$ cat config.mk
export PLATFORM = sky130hd
export DESIGN_NAME = grain128a_ctrl_flat
export DESIGN_NICKNAME = d
export VERILOG_FILES = /design/src/rtl/grain128a_ctrl_if.sv /design/src/rtl/grain128a_ctrl.sv /design/src/flat_wrapper.sv
export SDC_FILE = /design/constraint.sdc
export NUM_CORES = 1
export LEC_CHECK = 0
export CORE_AREA = 2 2 171 173
export CTS_CLUSTER_DIAMETER = 120
export DETAILED_ROUTE_END_ITERATION = 10
export DIE_AREA = 0 0 173 175
export GPL_ROUTABILITY_DRIVEN = 0
export PLACE_DENSITY_LB_ADDON = 0.12
export SLEW_MARGIN = 20
export SYNTH_ARGS = -nofsm -noshare
export SYNTH_HDL_FRONTEND = slang
export SYNTH_SLANG_ARGS = --single-unit
$ cat constraint.sdc
create_clock -name CLK_I -period 2.1 [get_ports CLK_I]
set_clock_uncertainty 0.15 [all_clocks]
set_input_delay 0.42 -clock CLK_I [delete_from_list [all_inputs] [get_ports CLK_I]]
set_output_delay 0.42 -clock CLK_I [all_outputs]
set_load 0.02 [all_outputs]
$ cat src/rtl/grain128a_ctrl_if.sv
// Keystream word handshake between grain128a_ctrl and its consumer.
// master: WORD_O/WORD_VALID_O out, WORD_READY_I in; slave is the mirror.
interface grain128a_ctrl_if #(
  parameter int WORD_W = 32
) ();
  logic [WORD_W-1:0] WORD_O;
  logic              WORD_VALID_O;
  logic              WORD_READY_I;

  modport master (
    output WORD_O,
    output WORD_VALID_O,
    input  WORD_READY_I
  );

  modport slave (
    input  WORD_O,
    input  WORD_VALID_O,
    output WORD_READY_I
  );
endinterface

$ cat src/rtl/grain128a_ctrl.sv
// Grain-128a sequencer: serial key/IV load, keystream word packing.
// Ports: host START/KEY/IV/STOP/READY, core G_*, word handshake in wif.
module grain128a_ctrl #(
  parameter int WORD_W = 32
) (
  input  logic          CLK_I,
  input  logic          RESETN_I,
  input  logic          CLKEN_I,
  input  logic          START_I,
  input  logic [127:0]  KEY_I,
  input  logic [95:0]   IV_I,
  input  logic          STOP_I,
  output logic          READY_O,
  output logic          G_CLKEN_O,
  output logic          G_INIT_O,
  output logic          G_KEY_O,
  output logic          G_IV_O,
  input  logic          G_KS_I,
  input  logic          G_KSVALID_I,
  grain128a_ctrl_if.master wif
);

  typedef enum logic [2:0] {
    S_IDLE,
    S_INIT,
    S_KEYIV,
    S_KEY,
    S_STREAM
  } state_e;

  localparam logic [6:0] BCNT_LAST = 7'(WORD_W - 1);

  state_e            state_q, state_d;
  logic [6:0]        cnt_q, cnt_d;
  logic [127:0]      key_q, key_d;
  logic [95:0]       iv_q, iv_d;
  logic [WORD_W-1:0] ws_q, ws_d;
  logic [6:0]        bcnt_q, bcnt_d;
  logic [WORD_W-1:0] word_q, word_d;
  logic              wvalid_q, wvalid_d;
  logic              stall;
  logic              tick;

  // Stalling gates the core too, so no keystream bit is dropped.
  assign stall     = wvalid_q & ~wif.WORD_READY_I;
  assign tick      = CLKEN_I & ~stall;
  assign G_CLKEN_O = tick;

  assign READY_O  = (state_q == S_IDLE);
  assign G_INIT_O = (state_q == S_INIT);
  assign G_KEY_O  = ((state_q == S_KEYIV) || (state_q == S_KEY))
                    & key_q[127];
  assign G_IV_O   = (state_q == S_KEYIV) & iv_q[95];

  assign wif.WORD_O       = word_q;
  assign wif.WORD_VALID_O = wvalid_q;

  always_comb begin
    state_d  = state_q;
    cnt_d    = cnt_q;
    key_d    = key_q;
    iv_d     = iv_q;
    ws_d     = ws_q;
    bcnt_d   = bcnt_q;
    word_d   = word_q;
    wvalid_d = wvalid_q;
    if (wvalid_q && wif.WORD_READY_I) begin
      wvalid_d = 1'b0;
    end
    unique case (state_q)
      S_IDLE: begin
        if (START_I) begin
          key_d   = KEY_I;
          iv_d    = IV_I;
          cnt_d   = '0;
          state_d = S_INIT;
        end
      end
      S_INIT: begin
        state_d = S_KEYIV;
      end
      S_KEYIV: begin
        key_d = {key_q[126:0], 1'b0};
        iv_d  = {iv_q[94:0], 1'b0};
        cnt_d = cnt_q + 7'd1;
        if (cnt_q == 7'd95) begin
          state_d = S_KEY;
        end
      end
      S_KEY: begin
        key_d = {key_q[126:0], 1'b0};
        cnt_d = cnt_q + 7'd1;
        if (cnt_q == 7'd127) begin
          state_d = S_STREAM;
        end
      end
      S_STREAM: begin
        if (STOP_I) begin
          state_d  = S_IDLE;
          ws_d     = '0;
          bcnt_d   = '0;
          wvalid_d = 1'b0;
        end else if (G_KSVALID_I) begin
          ws_d = WORD_W'({ws_q, G_KS_I});
          if (bcnt_q == BCNT_LAST) begin
            // Completing word replaces one consumed this cycle.
            word_d   = ws_d;
            wvalid_d = 1'b1;
            bcnt_d   = '0;
          end else begin
            bcnt_d = bcnt_q + 7'd1;
          end
        end
      end
      default: begin
        state_d = S_IDLE;
      end
    endcase
  end

  always_ff @(posedge CLK_I) begin
    if (!RESETN_I) begin
      state_q  <= S_IDLE;
      cnt_q    <= '0;
      key_q    <= '0;
      iv_q     <= '0;
      ws_q     <= '0;
      bcnt_q   <= '0;
      word_q   <= '0;
      wvalid_q <= 1'b0;
    end else if (tick) begin
      state_q  <= state_d;
      cnt_q    <= cnt_d;
      key_q    <= key_d;
      iv_q     <= iv_d;
      ws_q     <= ws_d;
      bcnt_q   <= bcnt_d;
      word_q   <= word_d;
      wvalid_q <= wvalid_d;
    end
  end

endmodule

$ cat src/flat_wrapper.sv
// flat-port wrapper written by rule: the top's interface ports become plain ports
module grain128a_ctrl_flat 
#(
  parameter int WORD_W = 32
)
  (CLK_I, RESETN_I, CLKEN_I, START_I, KEY_I, IV_I, STOP_I, READY_O, G_CLKEN_O, G_INIT_O, G_KEY_O, G_IV_O, G_KS_I, G_KSVALID_I, wif_WORD_O, wif_WORD_VALID_O, wif_WORD_READY_I);
  grain128a_ctrl_if #(.WORD_W(WORD_W)) wif_i ();
  input  logic CLK_I;
  input  logic RESETN_I;
  input  logic CLKEN_I;
  input  logic START_I;
  input  logic [127:0] KEY_I;
  input  logic [95:0] IV_I;
  input  logic STOP_I;
  output logic READY_O;
  output logic G_CLKEN_O;
  output logic G_INIT_O;
  output logic G_KEY_O;
  output logic G_IV_O;
  input  logic G_KS_I;
  input  logic G_KSVALID_I;
  output wire logic [$bits(wif_i.WORD_O)-1:0] wif_WORD_O;
  output wire logic [$bits(wif_i.WORD_VALID_O)-1:0] wif_WORD_VALID_O;
  input wire logic [$bits(wif_i.WORD_READY_I)-1:0] wif_WORD_READY_I;
  assign wif_WORD_O = wif_i.WORD_O;
  assign wif_WORD_VALID_O = wif_i.WORD_VALID_O;
  assign wif_i.WORD_READY_I = wif_WORD_READY_I;
  grain128a_ctrl #(.WORD_W(WORD_W)) u_core (.CLK_I(CLK_I), .RESETN_I(RESETN_I), .CLKEN_I(CLKEN_I), .START_I(START_I), .KEY_I(KEY_I), .IV_I(IV_I), .STOP_I(STOP_I), .READY_O(READY_O), .G_CLKEN_O(G_CLKEN_O), .G_INIT_O(G_INIT_O), .G_KEY_O(G_KEY_O), .G_IV_O(G_IV_O), .G_KS_I(G_KS_I), .G_KSVALID_I(G_KSVALID_I), .wif(wif_i));
endmodule
==> results of run 1 <==
placed cells by master, fill, tap and decap left out, drive strengths merged, types with 2 or more instances in the layout:
cell type      Yosys  layout
a211oi            96      96
a21oi             74      74
a311oi           128     128
a32oi              2       2
and2               3       3
and4               2       2
buf               49      94
bufinv             0       3
clkbuf           100      56
clkdlybuf4s50      0     262
clkinv             1       5
dfxtp            305     305
ha                 2       2
inv                7       7
mux2i             97      97
nand2            300     300
nand2b             3       3
nand3             72      72
nand4              2       2
nor2             227     227
nor2b              2       2
nor3               5       5
nor3b              3       3
nor4               3       3
o211ai             2       2
o21ai             37      37
o31ai              5       5
or3                4       4
or4                6       6
timing repair:
action,CTS,global route
gates resized for setup,47,43
cloned,3,6
setup endpoints to repair,140,164
pin swaps,47,28
buffers inserted,6,8
stage by stage:
stage | setup TNS (ns) | hold WS, ns
after floorplan | 0 | 0.282
final | -6.13 | 0.280
after global placement | -105.34 | 0.293
after global routing | -18.48 | 0.332
after CTS | -1.87 | 0.312
after detailed placement | -111.83 | 0.299
tightest hold or removal path, cell delays in order:
cell	delay (ns)
dlymetal6s2s_1	0.11
buf_4	0.13
o211ai_1	0.08
mux2i_1	0.13
power by group through the flow:
stage          logic (W)  clock network [W]  registers, W
6_report         0.00313            0.00617       0.00664
5_1_grt          0.00345            0.00659       0.00670
4_1_cts          0.00296            0.00632       0.00662
3_5_place_dp     0.00284                  0       0.00674
3_3_place_gp     0.00277                  0       0.00672
2_1_floorplan    0.00183                  0       0.00666
Yosys cell counts, types with 2 or more instances:
master,instances
a211oi_1,95
a21oi_1,74
a311oi_1,128
a32oi_1,2
and2_1,3
and4_1,2
buf_1,2
buf_2,39
buf_4,8
clkbuf_1,100
dfxtp_1,305
ha_1,2
inv_1,6
mux2i_1,97
nand2_1,300
nand2b_1,3
nand3_1,72
nand4_1,2
nor2_1,227
nor2b_1,2
nor3_1,5
nor3b_1,3
nor4_2,2
o211ai_1,2
o21ai_0,33
o21ai_1,4
o31ai_1,5
or3_1,4
or4_1,6
metal layers:
| metal | share of wire [%] | vias up | wire length [um] |
|---|---|---|---|
| met5 | 0.039 | - | 13 |
| met4 | 1.4 | 2 | 466 |
| met3 | 6.1 | 39 | 2040 |
| met2 | 47 | 287 | 15800 |
| met1 | 46 | 5551 | 15300 |
| li1 | - | 6062 | - |
cell type report:
| cell class | count | share of cell area (%) |
|---|---|---|
| clock inverters | 7 | 0.609 |
| multi-input cells | 1089 | 35.3 |
| repair buffers | 363 | 21.5 |
| flip-flops and latches | 305 | 33.8 |
| well taps | 384 | 2.66 |
| inverters | 8 | 0.208 |
| clock buffers | 52 | 5.88 |
cell families (layout without fill, tap and decap cells):
| kind of cell | count (synthesis) | in the layout | share of synthesized area (%) |
|---|---|---|---|
| xor gates and xnor gates | 1 | 1 | 0.0677 |
| DFF | 305 | 305 | 47.2 |
| AOI/OAI and AO/OA | 353 | 353 | 19.7 |
| buffers and inverters | 157 | 430 | 5.16 |
| muxes | 97 | 97 | 7.50 |
| adders and majority gates | 2 | 2 | 0.193 |
| and+or+nand+nor | 636 | 636 | 20.1 |
worst min path at each step:
stage | depth (start not counted) | slack [ns] | to
4_1_cts | 2 | 0.31 | u_core.ws_q[30]
3_5_place_dp | 2 | 0.30 | u_core.ws_q[30]
6_report | 4 | 0.28 | u_core.state_q[0]
5_1_grt | 4 | 0.33 | u_core.state_q[0]
2_1_floorplan | 2 | 0.28 | u_core.ws_q[30]
3_3_place_gp | 2 | 0.29 | u_core.ws_q[30]
state kept, by name, indices dropped and copies added, names as in the netlist:
name and flops:
u_core.cnt_q 7, u_core.wif.WORD_VALID_O 1, u_core.wif.WORD_O 32, u_core.iv_q 96, u_core.key_q 128, u_core.bcnt_q 7, u_core.ws_q 31, u_core.state_q 3
==> summary.md, run 1 <==
| Metric | Value |
|---|---|
| Synthesized Nets | around 1800 |
| EDFF count, synth | 0 |
| Relative contribution of sequential cells to total power | about two fifths |
| Count of fill cells added during filler insertion | 2484 |
| Number of failing hold endpoints at the final stage | 0 |
| Standard-cell row count | between 60 and 70 |
| Buffers from clock root to sink, at most | 3 |
| Worst max-slew margin expressed relative to the limit | around two thirds |
| Hold_buf cts | 0 |
| TritonCTS clock tree | built |
| Worst vdd ir | 0.000644 V |
| Startpoint types | flip-flop |
| Prevailing post-synth register cell | dfxtp_1 |
| MaxCap Viol Count | 0 |
| Routed wire per std cell | 15.3 um |
| Core Util, Final | 63.6% |
| Part of the Yosys area used for sequential elements | 47.2% |
| Wire length of the first global-routing pass | 54.7 mm |
| Number of buffers created by CTS | 35 |
| Vias in the first global route | 11200 |
| Part of the total power dissipated in combinational logic | between 10% and 20% |
| Fraction of power spent switching nets | a little over a quarter |
| Final Net Count | 2036 |
| Top post-synthesis cells by area | dfxtp_1 (47%), nand2_1 (8.7%), a311oi_1 (8.7%) |
| Worst slack, placed | -0.669 ns |
| Kind of cell with the highest combined delay on the critical path | simple AND/OR/NAND/NOR gates |
| TritonCTS sink count | roughly 310 |
| Clock tree root buffer cell | clkbuf_16 |
| Int Power | 0.0118 W |
| Floorplan die area | between 0.03 and 0.04 mm^2 |
| Sort of element at the end of the critical path | flip-flop |
| Min setup slack post-route | -0.125 ns |
| Max Transition Viols Final | 0 |
| Critical Path Sink | u_core.key_q[119] |
| Synthesized area per cell | 8.34 um^2 |
| Total global-route track usage | 21.2% |
| Launching element of the worst setup path | u_core.state_q[2] |
| HPWL after detailed placement | 21.4 mm |
| Arrival time at the worst endpoint | 2.48 ns |
| Final antenna diode count | 0 |
| Cell chain of the critical path | or4b_4 -> a211oi_4 -> buf_4 -> clkbuf_16 -> buf_12 -> nor2_1 -> a311oi_1 |
| HP Start | START_I |
| Pin count of the biggest net entering global routing | 129 |
| Number of vias in the routed layout | 11900 |
| Met3 usage | 5.37% |
| Power per cell area | 882 mW/mm^2 |
| Violated checks | setup timing |
| Minimum clock period after layout | 2.22 ns |
| Async set-reset flop share out of synthesis | 0% |
| Cell taking the most area after synthesis | dfxtp_1 |
| Top-Level Pins | 270 |
| Static leakage | 6.37 nW |
| Combined buffer and inverter count along the critical path | 3 |
| Cell area after placement | 0.0164 mm^2 |
| Flop2flop setup slack | -0.12 ns |
| Final total power | 0.0159 W |
| Die Span Y | 175 um |
| Count of nets left with antenna violations after detail routing | 0 |
| Remaining design rule violation count | 0 |
| Synthesized flop and latch total | slightly above 300 |
| Part of the power in the clock network | 38.7% |
| Cell at the slowest stage of the critical path | or4b_4 |
| Crit Reg-Reg Endpoint | u_core.key_q[119] |
| Number of port buffers | 269 |
| Initial cell density of the core | between 40% and 50% |
| RSZ-0062 raised after global routing | yes |
| First-iteration detailed-routing DRC count | 786 |
| Synth top area share | between 40% and 50% |
| Critical path required time | 2.35 ns |
| Post-Synthesis Cells | ~1600 |
| Busiest layer in global routing | met2 |
| Footprint of the multi-input gates | 0.00638 mm^2 |
| Clk Latency, worst-skew pair | around 0.50 ns |
| Count of yosys warnings during synthesis | 0 |
| Pin slew with the least headroom to its limit | 0.526 ns |
| Synthesized cell area | 0.0129 mm^2 |
| Count of distinct cell types in the synthesized netlist | 47 |
| Clock-pin slew reported for the worst setup and hold paths after clock tree synthesis | 0.06 ns |
| Slowest cell delay on critical path | between 0.5 and 0.6 ns |
| Final Instance Count excl. Fillers | 2208 |
| Ratio of routed vias to standard cells | 5.41 |
| Worst r2r src | u_core.state_q[2] |
| Levels on crit path | 7 |
| Result of the run | finished, violations left |
| Register-to-Register Path Depth | 7 |
| Relative area change from synthesis to final layout | 39.6% |
| Power spent charging and discharging nets | 0.00418 W |
| Initial DRT Pass Iterations | 5 |
| Dpl cells | ~2100 |
| Setup violation total in the final timing report | 109 |
| Global-route congestion overflow total | 0 |
| Share of layout cells above drive strength 1 | 10.8% |
| CTS H-tree depth | 2 |
| Core area | 0.0284 mm^2 |
| Critical-path maximum fanout | 29 |
| Type of the most critical hold path | in -> reg |
| Layout Cell Area excl Fill | approximately 0.018 mm^2 |
| Register area | 0.00611 mm^2 |
| GR met1 Demand/Resource | between 20 and 30% |
| Worst setup path category | reg -> reg |
| GR Util met2 | 34.9% |
| Period Utilization, post-route | 106% |
| Initial antenna violation count | 1 |
| Wirelength, routed | roughly 34 mm |
| Floorplan die width | 173 um |
| Maximum achievable frequency | 450 MHz |
No activity file was read; power rests on OpenSTA's default activity.
==> run 2: changes to the inputs <==
--- a/config.mk
+++ b/config.mk
@@ -5,10 +5,10 @@
 export SDC_FILE = /design/constraint.sdc
 export NUM_CORES = 1
 export LEC_CHECK = 0
-export CORE_AREA = 2 2 171 173
+export CORE_AREA = 2 2 157 159
 export CTS_CLUSTER_DIAMETER = 120
 export DETAILED_ROUTE_END_ITERATION = 10
-export DIE_AREA = 0 0 173 175
+export DIE_AREA = 0 0 159 161
 export GPL_ROUTABILITY_DRIVEN = 0
 export PLACE_DENSITY_LB_ADDON = 0.12
 export SLEW_MARGIN = 20
==> constraint.sdc (replaced) <==
create_clock -name CLK_I -period 2.6 [get_ports CLK_I]
set_clock_uncertainty 0.15 [all_clocks]
set_input_delay 0.52 -clock CLK_I [delete_from_list [all_inputs] [get_ports CLK_I]]
set_output_delay 0.52 -clock CLK_I [all_outputs]
set_load 0.02 [all_outputs]
==> summary.md, run 2 (synthesis gave the netlist of run 1 again) <==
| Metric | Value |
|---|---|
| Number of failing hold endpoints at the final stage | 0 (unchanged) |
| TritonCTS clock tree | built |
| Initial antenna violation count | 1 (unchanged) |
| Vias in the first global route | 11100 (-0.77%) |
| Most used cells in the layout excluding fill and tap cells | dfxtp_1 (304), nand2_1 (300), clkdlybuf4s50_1 (265), nor2_1 (226), a311oi_1 (128) |
| Standard-cell row count | 57 (-8.1%) |
| Critical-path maximum fanout | 10 (-66%) |
| Routed wire per std cell | 15.5 um (+1.5%) |
| Number of buffers created by CTS | 34 (-2.9%) |
| Total global-route track usage | 24.5% (+3.3 points) |
| HPWL after detailed placement | 21.1 mm (-1.6%) |
| Floorplan die width | 159 um (-8.1%) |
| Register area | 0.00611 mm^2 (about the same) |
| Pin slew with the least headroom to its limit | 0.651 ns (+0.125 ns) |
| Number of port buffers | 269 (unchanged) |
| Hold path depth | 2 (-2) |
| Max reg flops | 128 (unchanged) |
| Sort of element at the end of the critical path | output pin |
| Initial cell density of the core | 54.0% (+8.4 points) |
| Register-to-Register Path Depth | 5 (-2) |
| Most flops, register | u_core.key_q |
| TritonCTS sink count | 305 (unchanged) |
| Remaining design rule violation count | 0 (unchanged) |
| Count of fill cells added during filler insertion | 1908 (-23%) |
| Initial DRT Pass Iterations | 6 (+1) |
| First-iteration detailed-routing DRC count | 830 (+5.6%) |
| Flop2flop setup slack | 0.19 ns (+0.31 ns) |
| Wire length of the first global-routing pass | 53.4 mm (-2.4%) |
| Final Net Count | 1991 (-2.2%) |
| Clk Latency, worst-skew pair | 0.49 ns (about the same) |
| Core area | 0.0240 mm^2 (-16%) |
| Total setup buffers inserted after CTS | 0 (-6) |
| Worst max-slew margin expressed relative to the limit | 56.6% (-8.3 points) |
| Max Transition Viols Final | 0 (unchanged) |
| Relative area change from synthesis to final layout | 33.3% |
| Wirelength, routed | 32.6 mm (-3.3%) |
| Startpoint types | flip-flop |
| Die Span Y | 161 um (-8.0%) |
| HP Start | u_core.ws_q[14] |
| RSZ-0062 raised after global routing | no |
| Worst r2r src | u_core.state_q[2] |
| Footprint of the multi-input gates | 0.00622 mm^2 (-2.5%) |
| Worst hold path endpoint | u_core.ws_q[14] |
| Period Utilization, post-route | between 90 and 100% |
| Result of the run | completed |
| CTS H-tree depth | 2 (unchanged) |
| Clock tree root buffer cell | clkbuf_16 |
| Arrival time at the worst endpoint | 1.85 ns (-0.63 ns) |
| Pin count of the biggest net entering global routing | 132 (+2.3%) |
| Buffers from clock root to sink, at most | 3 (unchanged) |
| Static leakage | 6.01 nW (-5.7%) |
| Floorplan die area | 0.0256 mm^2 (-15%) |
| Minimum clock period after layout | roughly 2.5 ns |
| MaxCap Viol Count | 0 (unchanged) |
| Worst vdd ir | 0.000449 V (-30%) |
| Number of vias in the routed layout | 11800 (-1.1%) |
| Global-route congestion overflow total | 0 (unchanged) |
| Power per cell area | 724 mW/mm^2 (-18%) |
| Ratio of routed vias to standard cells | 5.61 (+3.8%) |
| Critical path required time | 1.93 ns (-0.42 ns) |
| Clock-pin slew reported for the worst setup and hold paths after clock tree synthesis | 0.06 ns (about the same) |
| Core Util, Final | 72.0% (+8.3 points) |
| Crit Reg-Reg Endpoint | u_core.wif.WORD_O[10] |
| Top-Level Pins | 270 (unchanged) |
| Most frequent standard cell in the layout excluding fill and tap cells | dfxtp_1 |
| Maximum achievable frequency | 398 MHz |
| Setup violation total in the final timing report | 0 (-100%) |
| Final total power | 0.0125 W (-22%) |
| Final antenna diode count | 0 (unchanged) |
| Type of the most critical hold path | reg -> reg |
| Count of nets left with antenna violations after detail routing | 0 (unchanged) |
| Worst setup path category | reg -> out |
| Share of layout cells above drive strength 1 | 6.40% (-4.4 points) |
run 2: cell count changes in the layout (fill, tap and decap cells not counted), moves of 3 or more:
cell             delta
clkbuf_16           -4
dlygate4sd2_1       +3
buf_12              -3
clkdlybuf4s50_1     +3
a311oi_2           -11
nor2_2             -10
buf_6               -8
buf_16              -5
buf_4              -24
nor2_1             +17
a311oi_1           +11
nor2_4              -7
run 2: layout make-up:
| cell class | instances | share of cell area, % |
|---|---|---|
| timing repair buffer | 319 | 19.2 |
| tap | 324 | 2.35 |
| inverter | 8 | 0.218 |
| sequential | 305 | 35.4 |
| clock inverter | 4 | 0.406 |
| clock buffer | 55 | 6.34 |
| multi-input combinational | 1089 | 36.1 |
run 2: timing repair:
item / in CTS / in global routing
gates resized for setup: 5 / 1
endpoints found under the setup margin: 4 / 1
hold buffers: 0 / 0
run 2: power breakdown:
group / switching [W] / internal, W
clock network: 0.00183 / 0.00306
logic: 0.00117 / 0.00105
registers: 0.000243 / 0.00512
run 2: worst max-delay path by stage:
stage | from | endpoint | slack [ns] | cells after the start
floorplan | u_core.state_q[2] | G_KEY_O | 0.36 | 6
global placement | START_I | u_core.key_q[110] | -0.16 | 7
detailed placement | START_I | u_core.key_q[93] | -0.27 | 7
CTS | u_core.state_q[2] | G_IV_O | 0.07 | 4
global route | u_core.state_q[2] | READY_O | 0.02 | 2
finish | u_core.state_q[2] | READY_O | 0.08 | 2
run 2: critical path, cell delays in order, from the launching register on:
cell and delay [ns]:
dfxtp_1 0.41, nor3_1 0.26, clkdlybuf4s50_1 0.68
run 2: layer usage:
metal | global-route usage (%) | up-vias | share of wire, %
met5 | 0 | - | 0
met4 | 7.15 | 0 | 1.9
met3 | 6.52 | 44 | 7.2
met2 | 39.8 | 316 | 47
met1 | 32.3 | 5508 | 44
li1 | - | 5939 | -
run 2: per-stage QoR:
stage	instance area [um^2]	cells	setup TNS, ns	hold slack, ns	setup slack, ns
2_1_floorplan	12900	1551	0	0.282	0.359
3_3_place_gp	16100	2045	-14.09	0.293	-0.155
3_5_place_dp	16100	2045	-22.68	0.311	-0.266
4_1_cts	17200	2104	0	0.321	0.0665
5_1_grt	17200	2104	0	0.337	0.0205
6_report	17200	2104	0	0.319	0.0849
